==> config.mk <==
export PLATFORM = sky130hd
export DESIGN_NAME = start_fifo_srl_ctrl
export DESIGN_NICKNAME = d
export VERILOG_FILES = /design/src/rtl/start_fifo_pkg.sv /design/src/rtl/start_fifo_srl_storage.sv /design/src/rtl/start_fifo_srl_ctrl.sv
export SDC_FILE = /design/constraint.sdc
export NUM_CORES = 1
export LEC_CHECK = 0
export ABC_CLOCK_PERIOD_IN_PS = 4900
export CORE_MARGIN = 3
export CORE_UTILIZATION = 40
export DETAILED_ROUTE_END_ITERATION = 7
export PLACE_DENSITY_LB_ADDON = 0.2
export SLEW_MARGIN = 20
export SYNTH_ARGS = -nofsm -noshare
export SYNTH_HDL_FRONTEND = slang
export SYNTH_SLANG_ARGS = --single-unit
==> constraint.sdc <==
create_clock -name clk -period 4.9 [get_ports clk]
set_input_delay 1.225 -clock clk [delete_from_list [all_inputs] [get_ports clk]]
set_output_delay 1.225 -clock clk [all_outputs]
set_load 0.005 [all_outputs]
==> src/rtl/start_fifo_pkg.sv <==
// Shared types and helpers for the start-token SRL FIFO controller.
package start_fifo_pkg;

  typedef enum logic [1:0] {
    EMPTY   = 2'd0,
    PARTIAL = 2'd1,
    FULL    = 2'd2
  } state_e;

  // Bits needed to address 'value' entries; used for parameter sanity checks.
  function automatic int clog2(input int value);
    int r;
    int v;
    r = 0;
    v = value - 1;
    while (v > 0) begin
      r++;
      v = v >> 1;
    end
    return r;
  endfunction

endpackage

==> src/rtl/start_fifo_srl_storage.sv <==
// Shift-register token storage: push shifts din into slot 0, dout reads slot addr.
module start_fifo_srl_storage #(
  parameter int DATA_WIDTH = 1,
  parameter int ADDR_WIDTH = 1,
  parameter int DEPTH      = 2
) (
  input  logic                  clk,
  input  logic                  we,
  input  logic [ADDR_WIDTH-1:0] addr,
  input  logic [DATA_WIDTH-1:0] din,
  output logic [DATA_WIDTH-1:0] dout
);

  logic [DEPTH-1:0][DATA_WIDTH-1:0] sr_q;

  // Contents deliberately unreset so the array can map onto SRL primitives.
  always_ff @(posedge clk) begin
    if (we) sr_q <= {sr_q[DEPTH-2:0], din};
  end

  always_comb begin
    dout = '0;
    for (int i = 0; i < DEPTH; i++) begin
      if (addr == ADDR_WIDTH'(i)) dout = sr_q[i];
    end
  end

endmodule

==> src/rtl/start_fifo_srl_ctrl.sv <==
// Start-token FIFO controller: owns occupancy, read address and registered
// full_n/empty_n flags for an SRL-based shift-register store.
module start_fifo_srl_ctrl
  import start_fifo_pkg::*;
#(
  parameter int DATA_WIDTH = 1,
  parameter int ADDR_WIDTH = 1,
  parameter int DEPTH      = 2
) (
  input  logic                  clk,
  input  logic                  reset,
  input  logic                  if_write_ce,
  input  logic                  if_write,
  input  logic [DATA_WIDTH-1:0] if_din,
  output logic                  if_full_n,
  input  logic                  if_read_ce,
  input  logic                  if_read,
  output logic [DATA_WIDTH-1:0] if_dout,
  output logic                  if_empty_n,
  output logic [ADDR_WIDTH:0]   if_num_data_valid
);

  if (DEPTH < 2) begin : g_bad_depth
    $error("start_fifo_srl_ctrl: DEPTH must be at least 2");
  end
  if (ADDR_WIDTH < clog2(DEPTH)) begin : g_bad_addr
    $error("start_fifo_srl_ctrl: ADDR_WIDTH too small for DEPTH");
  end

  localparam logic [ADDR_WIDTH:0] CNT_ONE  = (ADDR_WIDTH+1)'(1);
  localparam logic [ADDR_WIDTH:0] CNT_LAST = (ADDR_WIDTH+1)'(DEPTH-1);
  localparam logic [ADDR_WIDTH-1:0] ADDR_ONE = ADDR_WIDTH'(1);

  state_e                state_q,   state_d;
  logic [ADDR_WIDTH-1:0] addr_q,    addr_d;
  logic [ADDR_WIDTH:0]   count_q,   count_d;
  logic                  empty_n_q, empty_n_d;
  logic                  full_n_q,  full_n_d;

  logic push;
  logic pop;

  // Both handshakes are gated by the registered flags: no bypass in either direction.
  assign push = if_write & if_write_ce & full_n_q;
  assign pop  = if_read  & if_read_ce  & empty_n_q;

  always_comb begin
    state_d   = state_q;
    addr_d    = addr_q;
    count_d   = count_q;
    empty_n_d = empty_n_q;
    full_n_d  = full_n_q;
    unique case (state_q)
      EMPTY: begin
        if (push) begin
          state_d   = PARTIAL;
          addr_d    = '0;
          count_d   = CNT_ONE;
          empty_n_d = 1'b1;
        end
      end
      PARTIAL: begin
        if (push && !pop) begin
          addr_d  = addr_q + ADDR_ONE;
          count_d = count_q + CNT_ONE;
          if (count_q == CNT_LAST) begin
            state_d  = FULL;
            full_n_d = 1'b0;
          end
        end else if (pop && !push) begin
          count_d = count_q - CNT_ONE;
          if (count_q == CNT_ONE) begin
            state_d   = EMPTY;
            addr_d    = '0;
            empty_n_d = 1'b0;
          end else begin
            addr_d = addr_q - ADDR_ONE;
          end
        end
        // push & pop together: the shift alone advances the queue.
      end
      FULL: begin
        if (pop) begin
          state_d  = PARTIAL;
          addr_d   = addr_q - ADDR_ONE;
          count_d  = count_q - CNT_ONE;
          full_n_d = 1'b1;
        end
      end
      default: begin
        state_d   = EMPTY;
        addr_d    = '0;
        count_d   = '0;
        empty_n_d = 1'b0;
        full_n_d  = 1'b1;
      end
    endcase
  end

  always_ff @(posedge clk or posedge reset) begin
    if (reset) begin
      state_q   <= EMPTY;
      addr_q    <= '0;
      count_q   <= '0;
      empty_n_q <= 1'b0;
      full_n_q  <= 1'b1;
    end else begin
      state_q   <= state_d;
      addr_q    <= addr_d;
      count_q   <= count_d;
      empty_n_q <= empty_n_d;
      full_n_q  <= full_n_d;
    end
  end

  start_fifo_srl_storage #(
    .DATA_WIDTH (DATA_WIDTH),
    .ADDR_WIDTH (ADDR_WIDTH),
    .DEPTH      (DEPTH)
  ) u_storage (
    .clk  (clk),
    .we   (push),
    .addr (addr_q),
    .din  (if_din),
    .dout (if_dout)
  );

  assign if_full_n         = full_n_q;
  assign if_empty_n        = empty_n_q;
  assign if_num_data_valid = count_q;

  a_addr_range: assert property (@(posedge clk) disable iff (reset)
    int'(addr_q) <= DEPTH - 1);

endmodule
# After elaboration in Yosys (flattened, before gate mapping)
# Cells that the tools add are included.
# Widths: inputs -> output; s select.
[classes]
n_eq_ne = 10
n_mux = 26
n_addsub = 4
n_bitwise = 6
reduce_logical = 9
[ops]
columns = ["op", "count"]
rows = [
  ["$mux 2", 9],
  ["$mux 1", 12],
  ["$ne 2x2->1 const B", 6],
  ["$pmux 2 s3", 2],
  ["$pmux 1 s3", 3],
  ["$reduce_and 4->1", 2],
  ["$reduce_and 5->1", 1],
  ["$and 1x1->1", 4],
  ["$eq 2x1->1 const B", 2],
  ["$ne 3x3->1 const B", 1],
  ["$reduce_and 3->1", 1],
  ["$add 2x1->2 const B", 1],
  ["$eq 2x2->1 const B", 1],
  ["$logic_and 1x1->1", 2],
  ["$logic_not 1->1", 2],
  ["$logic_not 2->1", 1],
  ["$not 1->1", 2],
  ["$sub 2x1->2 const B", 1],
  ["$add 1x1->1 const B", 1],
  ["$sub 1x1->1 const B", 1],
]
[word_totals]
reg_bits = 9
wordCells = 62

# Logic depth before layout (Yosys ltp)
# Gate-level depths: netlist (run 1).
[depth]
ltp_word = 7
ltp_mapped = 7
depth_no_buf = 7

# Hierarchy
# From an unflattened synthesis (run 1), not the netlist that was laid out.
[unflattened]
hier_cells = 64
area_unflattened_um2 = 628.1
[by_module_without_submodules]
columns = ["mod", "area_per_inst_um2", "cells_per_inst", "n_inst", "seq_area_each_um2"]
rows = [
  ["start_fifo_srl_ctrl", 553.0, 61, 1, 176.4],
  ["start_fifo_srl_storage", 75.1, 3, 1, 60.1],
]

# Least setup slack after synthesis (run 1)
# OpenSTA, ideal clock, no wires.
[synth_timing]
kind = "input-to-reg"
start = "input if_write"
end = "register state_q[0]"
arrival_time_ns = 2.788
cell_stages = 5
setup_slack_ns = 1.987
t_required_ns = 4.775
setup_time_ns = 0.125
path_cell_list = "nand3_1 -> ha_1 -> a222oi_1 -> o21ai_2 -> mux2_4"
[synth_via]
elab_chain_len = 6
[synth_rtl]
columns = ["item", "line_no", "source"]
rows = [
  ["start, declared", "start_fifo_srl_ctrl.sv:13", "input logic if_write,"],
  ["$and 1x1->1 * (2 in series)", "start_fifo_srl_ctrl.sv:44", "assign push = if_write & if_write_ce & full_n_q;"],
  ["$logic_not 1->1", "start_fifo_srl_ctrl.sv:70", "end else if (pop && !push) begin"],
  ["$logic_and 1x1->1", "start_fifo_srl_ctrl.sv:70", ""],
  ["$ne 3x3->1 (no source line)", "n/a", ""],
  ["$reduce_and 4->1 (no source line)", "n/a", ""],
  ["end signal, assigned", "start_fifo_srl_ctrl.sv:108", "state_q <= state_d;"],
  ["end, declared", "start_fifo_srl_ctrl.sv:34", "state_e state_q, state_d;"],
]
# Every way passes the cells marked *; elsewhere a longest branch is shown, timed or not.
# A chain may end at the register's enable or synchronous reset.

# Worst setup path in the final report (run 1)
[layout_timing]
start = "input if_read"
end = "register state_q[0]"
[layout_via]
elab_chain_len = 6
[layout_rtl]
columns = ["item", "line_no", "source"]
rows = [
  ["start, declared", "start_fifo_srl_ctrl.sv:17", "input logic if_read,"],
  ["$and 1x1->1 * (2 in series)", "start_fifo_srl_ctrl.sv:45", "assign pop = if_read & if_read_ce & empty_n_q;"],
  ["$logic_not 1->1", "start_fifo_srl_ctrl.sv:63", "if (push && !pop) begin"],
  ["$logic_and 1x1->1", "start_fifo_srl_ctrl.sv:63", ""],
  ["$ne 3x3->1 (no source line) / $mux 2 (equally long branches)", "n/a", ""],
  ["$reduce_and 4->1 (no source line) / $pmux 2 s3 (equally long branches)", "n/a", ""],
]
# Marked as above.

==> summary.md, run 1 <==
| Metric | Value |
|---|---|
| Worst-margin pin slew | `0.3036 ns` |
| CP endpoint kind | `flop` |
| Clk_lat worst skew | `0.26 ns` |
| Area delta synth->final | `27.37%` |
| Final worst setup slack | `1.940 ns` |
| DRT Pass-1 Iters | `4` |
| Nets | `90` |
| Setup WS pre-CTS | `1.699 ns` |
| Setup CP Type | `in2reg` |
| Root Driver | `clkbuf_4` |
| MaxCap Viol Count | `0` |
| Area contributors post-synth | `dfrtp_1 (25%), ha_1 (17%), edfxtp_1 (10%)` |
| Clock skew | `0.006106 ns` |
| Pwr Total | `140.3 uW` |
| # clock sinks | `9` |
| Worst Hold Class | `reg2reg` |
| GP Congestion | `0.8777` |
| Vias per cell | `5.247` |
| Layout cells sized above 1 | `0.1351` |
| Max FO, Critical Path | `7` |
| Crit path time final | `2.960 ns` |
| Cells on worst reg2reg path | `6` |
| Post-CTS Resized | `0` |
| Max rail drop VDD | `0.0001511 V` |
| Syn avg cell area | `10.25 um2` |
| Number of port buffers | `11` |
| Slew HR | `0.7974` |
| Post-synth top cells | `ha_1 (8), inv_1 (8), dfrtp_1 (6)` |
| Syn Inst Count | `58` |
| Final Setup Violations | `0` |
| Drt initial violations | `14` |
| Routed len/inst | `13.25 um` |
| Peak Freq | `337.9 MHz` |
| Pleak | `0.0003523 uW` |
| CTS Buf Count | `3` |
| Final period utilization | `0.6040` |
| Grt total ovfl | `0` |
| Fin. Hold Viols | `0` |
| Unrepaired setup endpoints after global routing | `no` |
| Synth unique cells | `27` |
| WHS Path Cells | `0` |
| Pin count of the biggest net entering global routing | `9` |
| Site Rows | `13` |
| Die area | `1984 um2` |
| Sequential area share after synthesis | `0.3979` |
| Reg clk slew, reported paths | `0.07 ns` |
| Final Max Tran Viols | `0` |
| Cell taking the most area after synthesis | `dfrtp_1` |
| Vias | `467` |
| Startpoint Class | `input pin` |
| Worst R2R Start | `if_full_n` |
| Cells after DPL | `85` |
| CTS tree | `done` |
| Antenna viol nets, final | `0` |
| # IOs | `12` |
| # Post-CTS Setup Buffers | `0` |
| Required @ worst endpoint | `5.04 ns` |
| Main synth FF type | `dfrtp_1` |
| Vias in the first global route | `459` |
| Total track usage | `0.1418` |
| Ys Warns | `0` |
| Maximum clock path buffer count | `2` |
| Worst hold start | `u_storage.sr_q[0]` |
| DRC violations left | `0` |
| Syn nets | `73` |
| First-pass GRT wire length | `1.987 mm` |
| EDFF count, synth | `2` |
| Mapped Area | `594.3 um2` |
| Post-DP Area | `730.7 um2` |
| Post-CTS Hold Buffers | `0` |
| Seq cells post-synth | `9` |
| CP Launch Point | `if_read` |
| Layout Cells excl Fill | `89` |
| Die Span X | `44.55 um` |
| Routed wire length | `1.179 mm` |
| Data arrival time of the critical path | `3.10 ns` |
| H-tree depth | `1` |
| Setup TNS | `0 ns` |
| CORE AREA | `1350 um2` |
| Top cell type's share of synthesized area | `0.2526` |
| Ys async rst share | `0.7778` |
| Chip height | `44.55 um` |
| Pwr dens | `185.4 nW/um2` |
| Initial Utilization | `0.4402` |
| Initial antenna violation count | `0` |
| Post-DP HPWL | `927.8 um` |
| Final instance area | `757.0 um2` |
| Antenna cell count | `0` |
| Status | `complete, no violations` |
-- final cells by class --
cell class | instances | area [um2]
clock buffers | 4 | 26.28
well taps | 15 | 18.77
repair buffers | 12 | 117.6
multi-input cells | 41 | 327.8
inverters | 8 | 30.03
fillers | 120 | 593.1
flip-flops and latches | 9 | 236.5
-- state kept, by name, indices dropped and copies added (netlist names) --
register           count
addr_q                 1
if_empty_n             1
if_full_n              1
if_num_data_valid      2
state_q                2
u_storage.sr_q         2
-- cell families (layout without fill, tap and decap cells) --
group	after synthesis	in the layout	share of synthesized area
buffers and inverters	8	24	0.05053
xor gates and xnor gates	1	1	0.01474
DFF	9	9	0.3979
and+or+nand+nor	13	13	0.1200
muxes	3	3	0.06104
AOI/OAI and AO/OA	16	16	0.1874
adders and majority gates	8	8	0.1684
-- through the flow --
step                        util  hold WS, ns
after global placement    0.5412       0.4373
after detailed placement  0.5412       0.4484
final                     0.5607       0.4604
after CTS                 0.5607       0.4645
after global routing      0.5607       0.4818
after floorplan                -       0.4222
-- placed cells by master, fill, tap and decap left out, types with 3 or more instances in the layout --
cell type | synthesis | final
a21oi_1 | 5 | 5
clkbuf_4 | 0 | 3
clkdlybuf4s50_1 | 0 | 11
dfrtp_1 | 6 | 6
ha_1 | 8 | 8
inv_1 | 8 | 8
nand3_1 | 3 | 3
-- path summary, 6_finish.rpt --
| path | slack [ns] | to |
|---|---|---|
| worst min register to register | 0.46 | u_storage.sr_q[1] |
| worst max register to register | 2.82 | state_q[0] |
| worst max-delay path | 1.94 | state_q[0] |
| worst min-delay path | 0.46 | u_storage.sr_q[1] |
| min in group asynchronous | 1.20 | if_empty_n |
| max in group asynchronous | 3.42 | if_full_n |
-- report_power, final --
| group | internal (uW) | switching [uW] |
|---|---|---|
| Combinational | 4.20 | 1.90 |
| Sequential | 76.5 | 0 |
| Clock | 31.4 | 26.4 |
-- routing by layer --
layer | wire (um) | global-route usage | up-vias
li1 | - | - | 237
met1 | 560 | 0.1861 | 208
met2 | 521 | 0.2120 | 20
met3 | 84 | 0.06098 | 2
met4 | 13 | 0.03614 | 0
met5 | 0 | 0 | -
-- worst max-delay path: stages --
cell and delay (ns):
clkdlybuf4s50_1 0.47, nand3_2 0.14, inv_1 0.09, ha_1 0.24, a222oi_1 0.36, buf_4 0.21, o21ai_2 0.07, mux2_4 0.29
Power figures use the tool's default switching activity.
==> run 2, diff against run 1 <==
--- a/config.mk
+++ b/config.mk
@@ -5,7 +5,7 @@
 export SDC_FILE = /design/constraint.sdc
 export NUM_CORES = 1
 export LEC_CHECK = 0
-export ABC_CLOCK_PERIOD_IN_PS = 4900
+export ABC_CLOCK_PERIOD_IN_PS = 2450
 export CORE_MARGIN = 3
 export CORE_UTILIZATION = 40
 export DETAILED_ROUTE_END_ITERATION = 7
==> constraint.sdc (replaced) <==
create_clock -name clk -period 2.45 [get_ports clk]
set_input_delay 0.6125 -clock clk [delete_from_list [all_inputs] [get_ports clk]]
set_output_delay 0.6125 -clock clk [all_outputs]
set_load 0.005 [all_outputs]
==> run 2 against run 1 <==
Effect of this change:
- sequential share of layout area down 0.90 points
- critical path type unchanged
- largest power group unchanged
- register-to-register slack got worse by 2.3 ns
- clock skew down 0.0011 ns
- die area stayed put
- largest cell class unchanged
- global-route usage is 0.48 points lower
==> summary.md, run 2 (synthesis results as in run 1) <==
| Metric | Value |
|---|---|
| Die Span X | `44.55 um` |
| # Post-CTS Setup Buffers | `0` |
| Fin. Hold Viols | `0` |
| Worst R2R Start | `if_full_n` |
| Filler cells | `131` |
| Initial Utilization | `0.4402` |
| Data arrival time of the critical path | `2.39 ns` |
| Site Rows | `13` |
| Vias | `489` |
| Clock skew | `0.005020 ns` |
| Post-DP HPWL | `946.5 um` |
| Worst-margin pin slew | `0.4183 ns` |
| Total track usage | `0.1370` |
| Root Driver | `clkbuf_4` |
| First-pass GRT wire length | `1.994 mm` |
| Stages on worst setup path | `6` |
| Area delta synth->final | `31.16%` |
| Initial antenna violation count | `0` |
| Worst Path Buf+Inv | `1` |
| MaxCap Viol Count | `0` |
| Chip height | `44.55 um` |
| H-tree depth | `1` |
| CP delay by family, top | `compound AO/OA/AOI/OAI gates` |
| # IOs | `12` |
| Pwr dens | `361.8 nW/um2` |
| Slew HR | `0.7211` |
| Antenna viol nets, final | `0` |
| Crit path time final | `2.240 ns` |
| Unrepaired setup endpoints after global routing | `no` |
| Most frequent cells in the layout | `clkdlybuf4s50_1 (11), inv_1 (8), ha_1 (8)` |
| Post-DP Area | `753.2 um2` |
| CTS tree | `done` |
| Max rail drop VDD | `0.0002285 V` |
| Reg area | `236.5 um2` |
| Vias in the first global route | `464` |
| Setup CP Type | `in2reg` |
| Cells on worst reg2reg path | `5` |
| Hold EP | `u_storage.sr_q[1]` |
| Register-to-register setup slack | `0.47 ns` |
| Final Setup Violations | `0` |
| Startpoint Class | `input pin` |
| Clk_lat worst skew | `0.26 ns` |
| Peak Freq | `446.4 MHz` |
| CTS Buf Count | `3` |
| CP endpoint kind | `flop` |
| Worst hold start | `u_storage.sr_q[0]` |
| Multi-input gate area | `327.8 um2` |
| Status | `complete, no violations` |
| Pleak | `0.0003661 uW` |
| Critical R2R Capture | `state_q[0]` |
| Pin count of the biggest net entering global routing | `9` |
| DRT Pass-1 Iters | `4` |
| Final Max Tran Viols | `0` |
| Routed len/inst | `13.32 um` |
| Max FO, Critical Path | `2` |
| Most common cell after layout, fill and taps aside | `clkdlybuf4s50_1` |
| Die area | `1984 um2` |
| Routed wire length | `1.225 mm` |
| Final Util | `0.5774` |
| Layout cells sized above 1 | `0.1688` |
| CP Launch Point | `if_write` |
| Worst path max stage delay | `0.46 ns` |
| # clock sinks | `9` |
| Vias per cell | `5.315` |
| Grt total ovfl | `0` |
| DRC violations left | `0` |
| WHS Path Cells | `0` |
| Final period utilization | `0.9144` |
| Maximum clock path buffer count | `2` |
| Post-CTS Resized | `0` |
| Post-CTS Hold Buffers | `0` |
| Drt initial violations | `11` |
| GP Congestion | `0.7821` |
| CP cell instances | `clkdlybuf4s50_1, nand3_1, ha_1, a222oi_1, o21ai_2, mux2_4` |
| Required @ worst endpoint | `2.60 ns` |
| Worst Hold Class | `reg2reg` |
| Final instance area | `779.5 um2` |
| CORE AREA | `1350 um2` |
| Antenna cell count | `0` |
| CP max-delay cell | `a222oi_1` |
| Reg clk slew, reported paths | `0.07 ns` |
| Nets | `93` |
| Number of port buffers | `11` |
[run 2: worst max-delay path by stage]
stage                       endpoint  slack (ns)
after floorplan           state_q[0]        0.15
after global placement    state_q[0]       -0.03
after detailed placement  state_q[0]       -0.05
after CTS                 state_q[0]        0.22
after global routing      state_q[0]        0.19
final                     state_q[0]        0.21
[run 2: per-layer routing]
layer  track usage  routed length [um]
met5             0                   0
met2        0.2063                 531
met3       0.03252                  76
met4       0.05422                  25
met1        0.1870                 591
[run 2: layout make-up]
class                           count  share of cell area
Inverter                            8             0.03852
Timing Repair Buffer               15              0.1798
Tap cell                           15             0.02408
Clock buffer                        4             0.03371
Sequential cell                     9              0.3034
Multi-Input combinational cell     41              0.4205
[run 2: worst reg2reg max path: cells and delay by family (launching register included)]
family | cells | cell delay [ns]
adder cells (fa/ha/maj) | 1 | 0.33
flip-flops | 1 | 0.54
AND/OR/NAND/NOR | 1 | 0.10
AO/OA/AOI/OAI | 2 | 0.60
multiplexers | 1 | 0.31
[run 2: through the flow]
stage               hold WS [ns]  setup TNS [ns]  std cells  total power [uW]  setup slack, ns
floorplan                 0.4152               0         58             157.7           0.1493
global placement          0.4363        -0.03142         88             168.1         -0.03142
detailed placement        0.4543        -0.06705         88             168.3         -0.05225
CTS                       0.4687               0         92             283.4           0.2231
global route              0.4803               0         92             291.5           0.1862
finish                    0.4670               0         92             282.0           0.2097
[run 2: where the power goes]
part / internal [uW] / switching [uW] / leakage, uW
clock: 62.8 / 54.1 / 0.0000150
combinational: 8.41 / 3.80 / 0.000249
sequential: 153 / 0 / 0.000102
==> run 3, diff against run 2 <==
--- a/config.mk
+++ b/config.mk
@@ -10,7 +10,9 @@
 export CORE_UTILIZATION = 40
 export DETAILED_ROUTE_END_ITERATION = 7
 export PLACE_DENSITY_LB_ADDON = 0.2
+export RECOVER_POWER = 25
 export SLEW_MARGIN = 20
 export SYNTH_ARGS = -nofsm -noshare
 export SYNTH_HDL_FRONTEND = slang
+export SYNTH_HIERARCHICAL = 1
 export SYNTH_SLANG_ARGS = --single-unit
==> run 3 against run 2 <==
Effect of this change:
- synthesized cell count grew 10%
- hold slack gained 0.013 ns
- sequential power grew 65%
- fmax grew 3.5%
- critical path type unchanged
- largest power group is now combinational cells
- highest routed layer unchanged
==> summary.md, run 3 <==
| Metric | Value |
|---|---|
| Ys async rst share | `0.7778` |
| CTS Buf Count | `3` |
| Post-synth top cells | `ha_1 (8), inv_1 (8), dfrtp_1 (6)` |
| Vias in the first global route | `497` |
| Clk_lat worst skew | `0.26 ns` |
| Multi-input gate area | `354.1 um2` |
| Pin count of the biggest net entering global routing | `12` |
| Setup WS pre-CTS | `0.003511 ns` |
| Status | `complete, no violations` |
| # clock sinks | `9` |
| Peak Freq | `461.9 MHz` |
| Int Pwr | `519.2 uW` |
| Clock skew | `0.007416 ns` |
| NetSw | `322.8 uW` |
| Comb pwr share | `0.561` |
| Switching Share | `0.3834` |
| Most frequent cells in the layout | `clkdlybuf4s50_1 (10), inv_1 (8), ha_1 (8)` |
| DRT Pass-1 Iters | `4` |
| Routed len/inst | `12.69 um` |
| CP endpoint kind | `flop` |
| Ys Warns | `6` |
| Seq cells post-synth | `9` |
| Fin. Hold Viols | `0` |
| Initial Utilization | `0.4543` |
| Worst Hold Class | `reg2reg` |
| Post-CTS Resized | `0` |
| Initial antenna violation count | `0` |
| Vias per cell | `5.500` |
| Chip height | `45.63 um` |
| Worst-margin pin slew | `0.3312 ns` |
| Setup CP Type | `in2reg` |
| Pleak | `0.0003682 uW` |
| Slew HR | `0.7792` |
| Post-DP HPWL | `957.2 um` |
| Grt total ovfl | `0` |
| Sequential area share after synthesis | `0.3765` |
| Site Rows | `13` |
| Syn avg cell area | `9.814 um2` |
| EDFF count, synth | `2` |
| Routed wire length | `1.193 mm` |
| Data arrival time of the critical path | `2.36 ns` |
| CORE AREA | `1383 um2` |
| Required @ worst endpoint | `2.64 ns` |
| Final worst setup slack | `0.2850 ns` |
| H-tree depth | `1` |
| Most common cell after layout, fill and taps aside | `clkdlybuf4s50_1` |
| Crit path time final | `2.165 ns` |
| Reg area | `236.5 um2` |
| Antenna cell count | `0` |
| Final Setup Violations | `0` |
| Maximum clock path buffer count | `2` |
| Nets | `95` |
| Area delta synth->final | `25.90%` |
| Max rail drop VDD | `0.0004950 V` |
| Cell taking the most area after synthesis | `dfrtp_1` |
| Hold_ws | `0.4798 ns` |
| Vias | `517` |
| Unrepaired setup endpoints after global routing | `no` |
| Post-CTS Hold Buffers | `0` |
| GP Congestion | `0.8152` |
| Root Driver | `clkbuf_4` |
| Setup TNS | `0 ns` |
| MaxCap Viol Count | `0` |
| DRC violations left | `0` |
| Max FO, Critical Path | `5` |
| Main synth FF type | `dfrtp_1` |
| Area contributors post-synth | `dfrtp_1 (24%), ha_1 (16%), edfxtp_1 (9.6%)` |
| Top cell type's share of synthesized area | `0.2390` |
| Total track usage | `0.1462` |
| CTS tree | `done` |
| Startpoint Class | `input pin` |
| Clk network pwr share | `0.139` |
| Pwr dens | `1065 nW/um2` |
| Die area | `2082 um2` |
| Pwr Total | `842.0 uW` |
| Mapped Area | `628.1 um2` |
| Antenna viol nets, final | `0` |
| Layout cells sized above 1 | `0.1392` |
| Die Span X | `45.63 um` |
| Drt initial violations | `17` |
| Syn Inst Count | `64` |
| Synth unique cells | `30` |
| Final period utilization | `0.8837` |
| Filler cells | `117` |
| Number of port buffers | `11` |
| # Post-CTS Setup Buffers | `0` |
| Reg power frac | `0.300` |
| # IOs | `12` |
| Syn nets | `79` |
| Reg clk slew, reported paths | `0.07 ns` |
| First-pass GRT wire length | `2.118 mm` |
| Final Max Tran Viols | `0` |
[run 3: area by class of cell]
type,count,share of cell area
well taps,15,0.02373
multi-input cells,45,0.4478
inverters,8,0.03797
repair buffers,13,0.1582
flip-flops and latches,9,0.2991
clock buffers,4,0.03323
[run 3: metal layers]
metal	up-vias	track usage	wire, um
li1	261	-	-
met3	5	0.02767	65
met2	15	0.2284	538
met1	236	0.1768	547
met4	0	0.1053	40
met5	-	0	0
[run 3: critical path: stages]
cell and delay, ns:
clkdlybuf4s50_1 0.45, nand3_1 0.14, ha_1 0.39, a222oi_1 0.38, buf_4 0.20, nand3_1 0.07
mux2i_1 0.11
[run 3: path summary, 6_finish.rpt]
kind | slack [ns] | cells past startpoint | end | startpoint
max | 0.29 | 7 | addr_q | if_write_ce
min | 0.48 | 0 | u_storage/sr_q[1] | u_storage/sr_q[0]
min in group asynchronous | 0.73 | 2 | if_num_data_valid[1] | reset
max reg2reg | 0.56 | 6 | addr_q | if_full_n
min reg2reg | 0.48 | 0 | u_storage/sr_q[1] | u_storage/sr_q[0]
max in group asynchronous | 1.43 | 2 | if_full_n | reset
[run 3: cells by family (layout without fill, tap and decap cells)]
family | count (synthesis) | in the layout | synth area share
compound gates | 13 | 13 | 0.1574
xor+xnor | 1 | 1 | 0.01395
fa+ha+maj | 8 | 8 | 0.1594
buf+inv | 10 | 25 | 0.05977
flops | 9 | 9 | 0.3765
mux | 3 | 3 | 0.05776
simple gates | 20 | 20 | 0.1753
[run 3: power by group through the flow]
stage	Clock [uW]	Combinational, uW	Sequential [uW]
detailed placement	0	474	255
global route	128	534	261
finish	117	472	253
global placement	0	470	253
CTS	123	476	252
floorplan	0	317	250
[run 3: metrics by stage]
step	instances	cell area [um2]	utilization
3_5_place_dp	90	764.5	0.5529
4_1_cts	94	790.8	0.5719
5_1_grt	94	790.8	0.5719
6_report	94	790.8	0.5719
3_3_place_gp	90	764.5	0.5529
2_1_floorplan	64	628.1	-
